## src/rtl/ste_chain_pkg.sv

```systemverilog
// Shared types and constants for the STE chain matcher.
package ste_chain_pkg;

  // How stage 0 of the chain is enabled.
  typedef enum logic [0:0] {
    START_ALL_INPUT = 1'b0,  // stage 0 may start a match on every symbol
    START_OF_DATA   = 1'b1   // only the first symbol after reset/flush may start a match
  } start_mode_e;

  // Start-of-data tracking states.
  typedef enum logic [0:0] {
    SOD_ARMED = 1'b0,        // next consumed symbol is the first of the stream
    SOD_SPENT = 1'b1         // the first symbol has already been consumed
  } sod_state_e;

  // ASCII letter ranges and the bit that distinguishes upper and lower case.
  localparam logic [7:0] ASCII_UPPER_A  = 8'h41;
  localparam logic [7:0] ASCII_UPPER_Z  = 8'h5A;
  localparam logic [7:0] ASCII_LOWER_A  = 8'h61;
  localparam logic [7:0] ASCII_LOWER_Z  = 8'h7A;
  localparam int         ASCII_CASE_BIT = 5;

endpackage

```

## src/rtl/ste_chain_matcher_if.sv

```systemverilog
// Stream, programming and report signals of the STE chain matcher.
interface ste_chain_matcher_if #(
  parameter int WIDTH = 8,
  parameter int DEPTH = 8,
  parameter int CNT_W = 32
);
  localparam int AW = $clog2(DEPTH);
  localparam int LW = $clog2(DEPTH + 1);

  logic             run;
  logic [WIDTH-1:0] symbols;
  logic             flush;
  logic             prog_we;
  logic [AW-1:0]    prog_addr;
  logic [WIDTH-1:0] prog_data;
  logic             prog_len_we;
  logic [LW-1:0]    prog_len;
  logic             prog_err;
  logic [DEPTH-1:0] active;
  logic             report;
  logic [CNT_W-1:0] report_pos;
  logic [CNT_W-1:0] report_cnt;

  // Driver side: feeds symbols and programs the pattern.
  modport master (
    output run, symbols, flush, prog_we, prog_addr, prog_data, prog_len_we, prog_len,
    input  prog_err, active, report, report_pos, report_cnt
  );

  // Matcher side.
  modport slave (
    input  run, symbols, flush, prog_we, prog_addr, prog_data, prog_len_we, prog_len,
    output prog_err, active, report, report_pos, report_cnt
  );
endinterface

```

## src/rtl/ste_symbol_cmp.sv

```systemverilog
// Single-stage symbol comparator for the STE chain.
// Optional feature macro: CASE_FOLD_EN (ASCII letters compare case-insensitively).
module ste_symbol_cmp
  import ste_chain_pkg::*;
#(
  parameter int WIDTH = 8
) (
  input  logic [WIDTH-1:0] sym,
  input  logic [WIDTH-1:0] pat,
  output logic             hit
);

`ifdef CASE_FOLD_EN
  // Letters lose their case bit; every other code point stays exact.
  function automatic logic [WIDTH-1:0] fold(input logic [WIDTH-1:0] x);
    logic             letter;
    logic [WIDTH-1:0] y;
    letter = ((x >= WIDTH'(ASCII_UPPER_A)) && (x <= WIDTH'(ASCII_UPPER_Z))) ||
             ((x >= WIDTH'(ASCII_LOWER_A)) && (x <= WIDTH'(ASCII_LOWER_Z)));
    y = x;
    if (letter) y[ASCII_CASE_BIT] = 1'b0;
    return y;
  endfunction

  assign hit = (fold(sym) == fold(pat));
`else
  assign hit = (sym == pat);
`endif

endmodule

```

## src/rtl/ste_chain_matcher.sv

```systemverilog
// Linear STE chain matcher: one stage per pattern symbol, reports each
// completed occurrence with its stream offset and a saturating count.
// Optional feature macro: CASE_FOLD_EN (passed down to ste_symbol_cmp).
module ste_chain_matcher
  import ste_chain_pkg::*;
#(
  parameter int          WIDTH      = 8,
  parameter int          DEPTH      = 8,
  parameter start_mode_e START_MODE = START_ALL_INPUT,
  parameter int          CNT_W      = 32
) (
  input logic                clk,
  input logic                reset,
  ste_chain_matcher_if.slave bus
);
  localparam int LW = $clog2(DEPTH + 1);

  logic [WIDTH-1:0] pattern_reg [DEPTH];
  logic [LW-1:0]    len_reg;
  logic [DEPTH-1:0] active_reg;
  logic [DEPTH-1:0] active_next;
  logic [DEPTH-1:0] hit;
  logic [DEPTH-1:0] in_len;
  logic [DEPTH-1:0] last_mask;
  logic [CNT_W-1:0] pos_reg;
  logic [CNT_W-1:0] report_pos_reg;
  logic [CNT_W-1:0] report_cnt_reg;
  logic             report_reg;
  logic             prog_err_reg;
  sod_state_e       state_reg;
  sod_state_e       state_next;
  logic             start_en;
  logic             len_bad;
  logic             len_ok;
  logic             prog_blocked;
  logic             complete;

  // Programming is only legal while the stream is idle; oversize lengths are rejected.
  assign len_bad      = bus.prog_len_we && (bus.prog_len > LW'(DEPTH));
  assign len_ok       = bus.prog_len_we && !bus.run && !len_bad;
  assign prog_blocked = bus.run && (bus.prog_we || bus.prog_len_we);

  assign start_en = (START_MODE == START_ALL_INPUT) || (state_reg == SOD_ARMED);

  // One comparator per stage; stages beyond the programmed length never activate.
  genvar gi;
  generate
    for (gi = 0; gi < DEPTH; gi++) begin : g_stage
      ste_symbol_cmp #(.WIDTH(WIDTH)) u_cmp (
        .sym (bus.symbols),
        .pat (pattern_reg[gi]),
        .hit (hit[gi])
      );
      assign in_len[gi]    = (LW'(gi) < len_reg);
      assign last_mask[gi] = (LW'(gi + 1) == len_reg);
      if (gi == 0) begin : g_head
        assign active_next[gi] = start_en & hit[gi] & in_len[gi];
      end else begin : g_body
        assign active_next[gi] = active_reg[gi-1] & hit[gi] & in_len[gi];
      end
    end
  endgenerate

  // A zero length gives an empty mask, so it can never complete.
  assign complete = |(active_next & last_mask);

  // Start-of-data state: flush rearms, any consumed symbol spends the start.
  always_comb begin
    state_next = state_reg;
    if (bus.flush)    state_next = SOD_ARMED;
    else if (bus.run) state_next = SOD_SPENT;
  end

  // Start-of-data state register.
  always_ff @(posedge clk or negedge reset) begin
    if (!reset) state_reg <= SOD_ARMED;
    else        state_reg <= state_next;
  end

  // Pattern symbols and active length.
  always_ff @(posedge clk or negedge reset) begin
    if (!reset) begin
      for (int i = 0; i < DEPTH; i++) pattern_reg[i] <= '0;
      len_reg <= '0;
    end else begin
      if (bus.prog_we && !bus.run && (int'(bus.prog_addr) < DEPTH))
        pattern_reg[bus.prog_addr] <= bus.prog_data;
      if (len_ok) len_reg <= bus.prog_len;
    end
  end

  // Chain advance, position counter and report generation; flush beats run.
  always_ff @(posedge clk or negedge reset) begin
    if (!reset) begin
      active_reg     <= '0;
      pos_reg        <= '0;
      report_reg     <= 1'b0;
      report_pos_reg <= '0;
      report_cnt_reg <= '0;
    end else begin
      report_reg <= 1'b0;
      if (bus.flush) begin
        active_reg <= '0;
        pos_reg    <= '0;
      end else if (bus.run) begin
        active_reg <= active_next;
        pos_reg    <= pos_reg + 1'b1;
        if (complete) begin
          report_reg     <= 1'b1;
          report_pos_reg <= pos_reg;
          if (report_cnt_reg != '1) report_cnt_reg <= report_cnt_reg + 1'b1;
        end
      end else if (len_ok) begin
        active_reg <= '0;
      end
    end
  end

  // Programming error pulse.
  always_ff @(posedge clk or negedge reset) begin
    if (!reset) prog_err_reg <= 1'b0;
    else        prog_err_reg <= prog_blocked || len_bad;
  end

  assign bus.active     = active_reg;
  assign bus.report     = report_reg;
  assign bus.report_pos = report_pos_reg;
  assign bus.report_cnt = report_cnt_reg;
  assign bus.prog_err   = prog_err_reg;

endmodule
```

## src/flat_wrapper.sv

```systemverilog
// flat-port wrapper written by rule: the top's interface ports become plain ports
module ste_chain_matcher_flat import ste_chain_pkg::*;
#(
  parameter int          WIDTH      = 8,
  parameter int          DEPTH      = 8,
  parameter start_mode_e START_MODE = START_ALL_INPUT,
  parameter int          CNT_W      = 32
)
  (clk, reset, bus_run, bus_symbols, bus_flush, bus_prog_we, bus_prog_addr, bus_prog_data, bus_prog_len_we, bus_prog_len, bus_prog_err, bus_active, bus_report, bus_report_pos, bus_report_cnt);
  ste_chain_matcher_if #(.WIDTH(WIDTH), .DEPTH(DEPTH), .CNT_W(CNT_W)) bus_i ();
  input logic clk;
  input logic reset;
  input wire logic [$bits(bus_i.run)-1:0] bus_run;
  input wire logic [$bits(bus_i.symbols)-1:0] bus_symbols;
  input wire logic [$bits(bus_i.flush)-1:0] bus_flush;
  input wire logic [$bits(bus_i.prog_we)-1:0] bus_prog_we;
  input wire logic [$bits(bus_i.prog_addr)-1:0] bus_prog_addr;
  input wire logic [$bits(bus_i.prog_data)-1:0] bus_prog_data;
  input wire logic [$bits(bus_i.prog_len_we)-1:0] bus_prog_len_we;
  input wire logic [$bits(bus_i.prog_len)-1:0] bus_prog_len;
  output wire logic [$bits(bus_i.prog_err)-1:0] bus_prog_err;
  output wire logic [$bits(bus_i.active)-1:0] bus_active;
  output wire logic [$bits(bus_i.report)-1:0] bus_report;
  output wire logic [$bits(bus_i.report_pos)-1:0] bus_report_pos;
  output wire logic [$bits(bus_i.report_cnt)-1:0] bus_report_cnt;
  assign bus_i.run = bus_run;
  assign bus_i.symbols = bus_symbols;
  assign bus_i.flush = bus_flush;
  assign bus_i.prog_we = bus_prog_we;
  assign bus_i.prog_addr = bus_prog_addr;
  assign bus_i.prog_data = bus_prog_data;
  assign bus_i.prog_len_we = bus_prog_len_we;
  assign bus_i.prog_len = bus_prog_len;
  assign bus_prog_err = bus_i.prog_err;
  assign bus_active = bus_i.active;
  assign bus_report = bus_i.report;
  assign bus_report_pos = bus_i.report_pos;
  assign bus_report_cnt = bus_i.report_cnt;
  ste_chain_matcher #(.WIDTH(WIDTH), .DEPTH(DEPTH), .START_MODE(START_MODE), .CNT_W(CNT_W)) u_core (.clk(clk), .reset(reset), .bus(bus_i));
endmodule
```

## config.mk

```make
export PLATFORM = sky130hd
export DESIGN_NAME = ste_chain_matcher_flat
export DESIGN_NICKNAME = d
export VERILOG_FILES = /design/src/rtl/ste_chain_pkg.sv /design/src/rtl/ste_chain_matcher_if.sv /design/src/rtl/ste_symbol_cmp.sv /design/src/rtl/ste_chain_matcher.sv /design/src/flat_wrapper.sv
export SDC_FILE = /design/constraint.sdc
export NUM_CORES = 1
export LEC_CHECK = 0
export CAP_MARGIN = 20
export CORE_MARGIN = 1.5
export CORE_UTILIZATION = 25
export DETAILED_ROUTE_END_ITERATION = 8
export SYNTH_ARGS = -nofsm -noshare
export SYNTH_HDL_FRONTEND = slang
export SYNTH_SLANG_ARGS = --single-unit
```

## constraint.sdc

```tcl
create_clock -name clk -period 3 [get_ports clk]
set_clock_uncertainty 0.2 [all_clocks]
set_input_delay 0.3 -clock clk [delete_from_list [all_inputs] [get_ports clk]]
set_output_delay 0.3 -clock clk [all_outputs]
set_load 0.01 [all_outputs]
```

# ---- Yosys cells after proc, flatten, opt, wreduce, memory -nomap -nowiden
# Index checks and enable logic that the tools add are counted.
dict set report totals {
  input_bits 29
  wordCells 89
  out_inout_bits 74
  mem_bits_ro 0
  latch_bits 0
  reg_bits 174
  memories 0
  mem_bits_rw 0
}
dict set report op_classes {
  n_mul 0
  div 0
  n_eq_ne 17
  n_addsub 2
  n_bitwise 18
  n_reduce_logical 15
  n_lt_le_gt_ge 11
  n_shift 0
  n_mux 11
}
# op n
set op_table {}
lappend op_table {{adder 32 x 1 -> 32 bit (second input constant)} 2}
lappend op_table {{bitwise mux 64 bit} 1}
lappend op_table {{equality test 8 bit} 8}
lappend op_table {{two-way mux 32 bit} 2}
lappend op_table {{two-way mux 8 bit} 4}
lappend op_table {{!= test 32 bit (second input constant)} 1}
lappend op_table {{demux 8 bit (select 3 bit)} 1}
lappend op_table {{equality test 3 x 4 -> 1 bit (first input constant)} 4}
lappend op_table {{less-than comparator 3 x 4 -> 1 bit (first input constant)} 4}
lappend op_table {{bitwise AND 1 bit} 15}
lappend op_table {{bitwise AND 8 bit} 1}
lappend op_table {{equality test 2 x 4 -> 1 bit (first input constant)} 2}
lappend op_table {{less-than comparator 1 x 4 -> 1 bit (first input constant)} 2}
lappend op_table {{less-than comparator 2 x 4 -> 1 bit (first input constant)} 2}
lappend op_table {{OR reduction 8 bit} 1}
lappend op_table {{logical AND 1 bit} 6}
lappend op_table {{equality test 1 x 4 -> 1 bit (first input constant)} 1}
lappend op_table {{equality test 4 bit (first input constant)} 1}
lappend op_table {{>= comparator 4 bit (second input constant)} 1}
lappend op_table {{> comparator 4 bit (second input constant)} 1}
lappend op_table {{less-than comparator 4 x 1 -> 1 bit (second input constant)} 1}
lappend op_table {{NOT 3 -> 4 bit} 1}
lappend op_table {{AND reduction 4 bit} 1}
lappend op_table {{two-way mux 1 bit} 3}
lappend op_table {{6 further kinds} 8}

# ---- Depth between registers and ports, before layout
dict set report logic_depth {
  ltp_word 8
  ltp_mapped 11
  depth_no_buf 7
}

# ---- Hierarchy
# From an unflattened synthesis, not the netlist that was laid out.
dict set report unflattened {
  hier_cells 681
  area_unflattened_um2 8134.1
}
# module instances seq_area_each_um2 cells_per_inst area_per_inst_um2
set by_module_without_submodules {}
lappend by_module_without_submodules {ste_chain_matcher 1 4354.2 593 7443.4}
lappend by_module_without_submodules {ste_symbol_cmp 8 0.0 11 86.3}

# ---- Worst setup path before layout
# OpenSTA, ideal clock, no wires.
dict set report synth_timing {
  path_type {register -> register}
  start {register u_core.len_reg[3]}
  end {register u_core.report_pos_reg[23], in the netlist u_core.bus.report_pos[23]}
  setup_slack_ps 412
  n_path_buf 4
  synth_period_minus_slack_ps 2588
  setup_time_ps 127
  arrival_ps 2260
  t_required_ps 2673
  path_stages_with_launch 10
  path_cell_list {dfrtp_1 buf_2 or2_1 buf_4 o311ai_2 o2111ai_1 a221oi_2 buf_6 buf_6 mux2_1}
}
dict set report synth_via {
  elab_chain_cells 5
  word_cells_on_any_way 27
  cone_classes {order compare: 8; eq/ne: 8; bitwise: 9; reduce/logical: 2}
}
# element line
set synth_lines {}
lappend synth_lines {{start: declaration} ste_chain_matcher.sv:19} ;# logic [LW-1:0] len_reg;
lappend synth_lines {{start signal: assignment} ste_chain_matcher.sv:88} ;# if (len_ok) len_reg <= bus.prog_len;
lappend synth_lines {{less-than comparator 1 x 4 -> 1 bit, or another cell as far along} ste_chain_matcher.sv:54} ;# assign in_len[gi] = (LW'(gi) < len_reg);
lappend synth_lines {{bitwise AND 1 bit (on tied branches)} {ste_chain_matcher.sv:57, ste_chain_matcher.sv:59}}
lappend synth_lines {{bitwise AND 8 bit (*)} ste_chain_matcher.sv:65} ;# assign complete = |(active_next & last_mask);
lappend synth_lines {{OR reduction 8 bit (*)} ste_chain_matcher.sv:65}
lappend synth_lines {{AND reduction 3 bit (no source line) (*)} -}
lappend synth_lines {{end signal: assignment} ste_chain_matcher.sv:110} ;# report_pos_reg <= pos_reg;
lappend synth_lines {{end: declaration} ste_chain_matcher.sv:26} ;# logic [CNT_W-1:0] report_pos_reg;
# Mark *: on every way between the ends. The rest lies on a longest branch, timed or not.
# A chain may end at the register's enable or synchronous reset.

# ---- Worst setup path after layout
dict set report layout_timing {
  start {input bus_symbols[0]}
  end {register u_core.report_cnt_reg[28], in the netlist u_core.bus.report_cnt[28]}
}
dict set report layout_via {
  elab_chain_cells 6
  word_cells_on_any_way 26
  cone_classes {eq/ne: 8; bitwise: 16; reduce/logical: 2}
}
# element line
set layout_lines {}
lappend layout_lines {{start: declaration} flat_wrapper.sv:14} ;# input wire logic [$bits(bus_i.symbols)-1:0] bus_symbols;
lappend layout_lines {{equality test 8 bit} ste_symbol_cmp.sv:27} ;# assign hit = (sym == pat);
lappend layout_lines {{bitwise AND 1 bit (2 in series)} ste_chain_matcher.sv:59} ;# assign active_next[gi] = active_reg[gi-1] & hit[gi] & in_len[gi];
lappend layout_lines {{bitwise AND 8 bit (*)} ste_chain_matcher.sv:65}
lappend layout_lines {{OR reduction 8 bit (*)} ste_chain_matcher.sv:65}
lappend layout_lines {{AND reduction 4 bit (no source line) (*)} -}
lappend layout_lines {{end signal: assignment} ste_chain_matcher.sv:111} ;# if (report_cnt_reg != '1) report_cnt_reg <= report_cnt_reg + 1'b1;
lappend layout_lines {{end: declaration} ste_chain_matcher.sv:27} ;# logic [CNT_W-1:0] report_cnt_reg;
# Marked as above.

==> flow_summary_export.csv <==
group,metric,value,unit
run_status,status,"finished, final reports clean",
sta,fmax,342,MHz
detailed_routing,drt_iter0_markers,390,
detailed_routing,ant_nets,0,
clocking,cts_root_buffer,"clkbuf_16",
synthesis,syn_avg_cell_area,11.5,µm²
synthesis,syn_inst,727,
min_path,hold_class,"input pin to async pin",
cells_and_area,drive_gt1_frac,0.256,
sta,setup_ws,75.1,ps
die,initial_core_util,0.256,
detailed_routing,wire_per_inst,16.3,µm
detailed_routing,via_count,6103,
detailed_routing,wl_met3,1.01,mm
detailed_routing,drt-total-wl,22.2,mm
setup_path,critPathRequiredTime,3110,ps
sta,hold_viol_final,0,
sta,setup_viol,0,
cells_and_area,num_antenna_cells,0,
cells_and_area,final_area,11200,µm²
global_route,grt_pass1_vias,6192,
cells_and_area,fin_cells,1363,
power_and_ir_drop,power.leakage,4.84,nW
cells_and_area,largest_reg_flops,64,
clocking,cts_sinks,174,
synthesis,synth_largest_area_cell,"dfrtp_1",
detailed_routing,wl_met1,10.7,mm
sta,slew_headroom,0.558,
cells_and_area,seqCellArea,4350,µm²
placement,pre_cts_slack,-654,ps
global_route,grt_usage,0.133,
clocking,clk_latency,430,ps
setup_path,cp_max_fo,8,
sta,period_minus_slack,2920,ps
detailed_routing,wl_met2,10.2,mm
flow_run,drv_cap,0,
synthesis,synth_edf_count,0,
setup_path,crit_path_cell_trace,"clkdlybuf4s50_1 -> buf_4 -> xnor2_1 -> o2111ai_1 -> or4_1 -> o41ai_4 -> a221oi_4 -> buf_4 -> nor3b_1 -> mux2_1",
detailed_routing,drt-vias-per-instance,4.48,
setup_path,critPathKind,"input pin to flip-flop",
global_route,grt_pass1_wl,35.2,mm
sta,min_period_over_period,0.975,
detailed_routing,highest_layer,"met4",
cells_and_area,fillCellCount,3296,
synthesis,ys.flop_type,"dfrtp_1",
clocking,cts_max_level,4,
setup_path,critPathArrivalTime,3040,ps
synthesis,synthArstFlopShare,1.00,
synthesis,ys_seq_area_frac,0.519,
setup_path,crit_path_frequent_cell,"buf_4",
power_and_ir_drop,p_per_area,538,nW/µm²
die,die_w,186,µm
power_and_ir_drop,max-vdd-ir-drop,402,µV
global_route,overflow,0,
cells_and_area,final_cell_mix,"dfrtp_1 (174), clkdlybuf4s50_1 (100), buf_4 (88), mux2_2 (87), xor2_1 (64)",
global_route,antenna_found_initial,0,
clocking,cts_tree,"yes",
synthesis,synth_top_area_frac,0.519,
cells_and_area,multi_input_area,3920,µm²
die,core,32800,µm²
die,ios,103,
sta,worstMarginPinSlew,659,ps
clocking,clk_pin_slew,70,ps
power_and_ir_drop,finalPower,0.00605,W
die,die_h,186,µm
global_route,grt_start_max_net_pins,111,
setup_path,worstSetupStartpointType,"input pin",
synthesis,synth.cell_area,8390,µm²
setup_path,cp_slowest_cell,"or4_1",
sta,final_max_slew_viol_count,0,
placement,gp_congestion,0.862,
cells_and_area,nNetsFinal,939,
cells_and_area,syn_to_final_growth,34.0,%
clocking,clockBufferDepth,2,
cells_and_area,final_util,0.343,
synthesis,syn-num-nets,758,
setup_path,slowest_delay,540,ps
clocking,cts-buffers-inserted,17,
die,die-area,34700,µm²
placement,dp_cells,1325,
setup_path,reg2reg_depth,9,
synthesis,ys_types,54,
detailed_routing,first_pass_iters,4,
placement,place_hpwl,16.4,mm
placement,io_buffers,102,
setup_path,cp-end-kind,"flip-flop",
cells_and_area,final_common_cell,"dfrtp_1",
die,rows,66,
synthesis,synth_area_leaders,"dfrtp_1 (52%), mux2_2 (12%), xor2_1 (6.7%)",
placement,place_area,10500,µm²
detailed_routing,drc,0,
synthesis,ys_seq_elements,174,
synthesis,ys.warnings.count,0,
[kinds of logic (layout without fill, tap and decap cells)]
group | after synthesis | after routing | synth area share
XOR/XNOR | 117 | 117 | 0.122
multiplexers | 99 | 99 | 0.133
adder cells (fa/ha/maj) | 2 | 2 | 0.00298
flip-flops | 174 | 174 | 0.519
buffers and inverters | 41 | 235 | 0.0233
AO/OA/AOI/OAI | 49 | 49 | 0.0391
AND/OR/NAND/NOR | 245 | 245 | 0.160
[critical path: cells and delay by family]
kind	cells	cell delay, ps
buffers and inverters	3	900
AND/OR/NAND/NOR	2	780
AO/OA/AOI/OAI	3	410
multiplexers	1	350
XOR/XNOR	1	300
[worst paths after layout]
check	slack, ps	from	to
worst max-delay path	80	bus_symbols[0]	u_core.bus.report_cnt[28]
worst min-delay path	220	reset	u_core.pattern_reg[44]
worst max register to register	170	u_core.len_reg[3]	u_core.bus.report_cnt[28]
worst min register to register	280	u_core.bus.report_cnt[7]	u_core.bus.report_cnt[7]
max in group asynchronous	1790	reset	u_core.bus.report_cnt[3]
min in group clk	280	u_core.bus.report_cnt[7]	u_core.bus.report_cnt[7]
[final cells by class]
type / instances / area share
Clock buffer: 19 / 0.0394
Clock inverter: 13 / 0.0157
Inverter: 8 / 0.00267
Multi-Input combinational cell: 512 / 0.349
Sequential cell: 174 / 0.387
Tap cell: 442 / 0.0492
Timing Repair Buffer: 195 / 0.156
[synthesized netlist by cell type (all sizes together) (4+ instances only)]
master	count
xnor2	53
nand3b	5
mux2	98
and3	9
nor3b	10
buf	20
and4	4
o21ai	20
nand3	31
nor4	14
nand2	45
nor3	27
nor2	45
nand2b	6
dfrtp	174
or3	10
xor2	64
o2111ai	4
inv	8
clkbuf	13
a21oi	9
nand4	22
[layer usage]
layer	up-vias	global-route usage
li1	2920	-
met1	3059	0.186
met2	109	0.210
met3	15	0.0269
met4	0	0.0365
met5	-	0
[through the flow]
stage	TNS, ps	hold slack [ps]
floorplan	0	-196
finish	0	223
global route	-9.17	270
CTS	0	241
detailed placement	-32580	131
global placement	-30270	126
[report_power, final]
part / switching (W) / internal, W / total (W) / leakage (nW)
clock: 0.000995 / 0.00136 / 0.00235 / 0.299
sequential: 0.000174 / 0.00256 / 0.00274 / 2.30
combinational: 0.000444 / 0.000520 / 0.000965 / 2.24
total: 0.00161 / 0.00444 / 0.00605 / 4.84
[what timing repair did]
item                                    4_1_cts  5_1_grt
gates resized for setup                       3       10
setup buffers                                 3        1
hold buffers                                  1        0
endpoints found under the setup margin       60       21
endpoints found under the hold margin       174        0
pin swaps                                     1        2
Note: power is estimated with default switching activity, not from simulation.
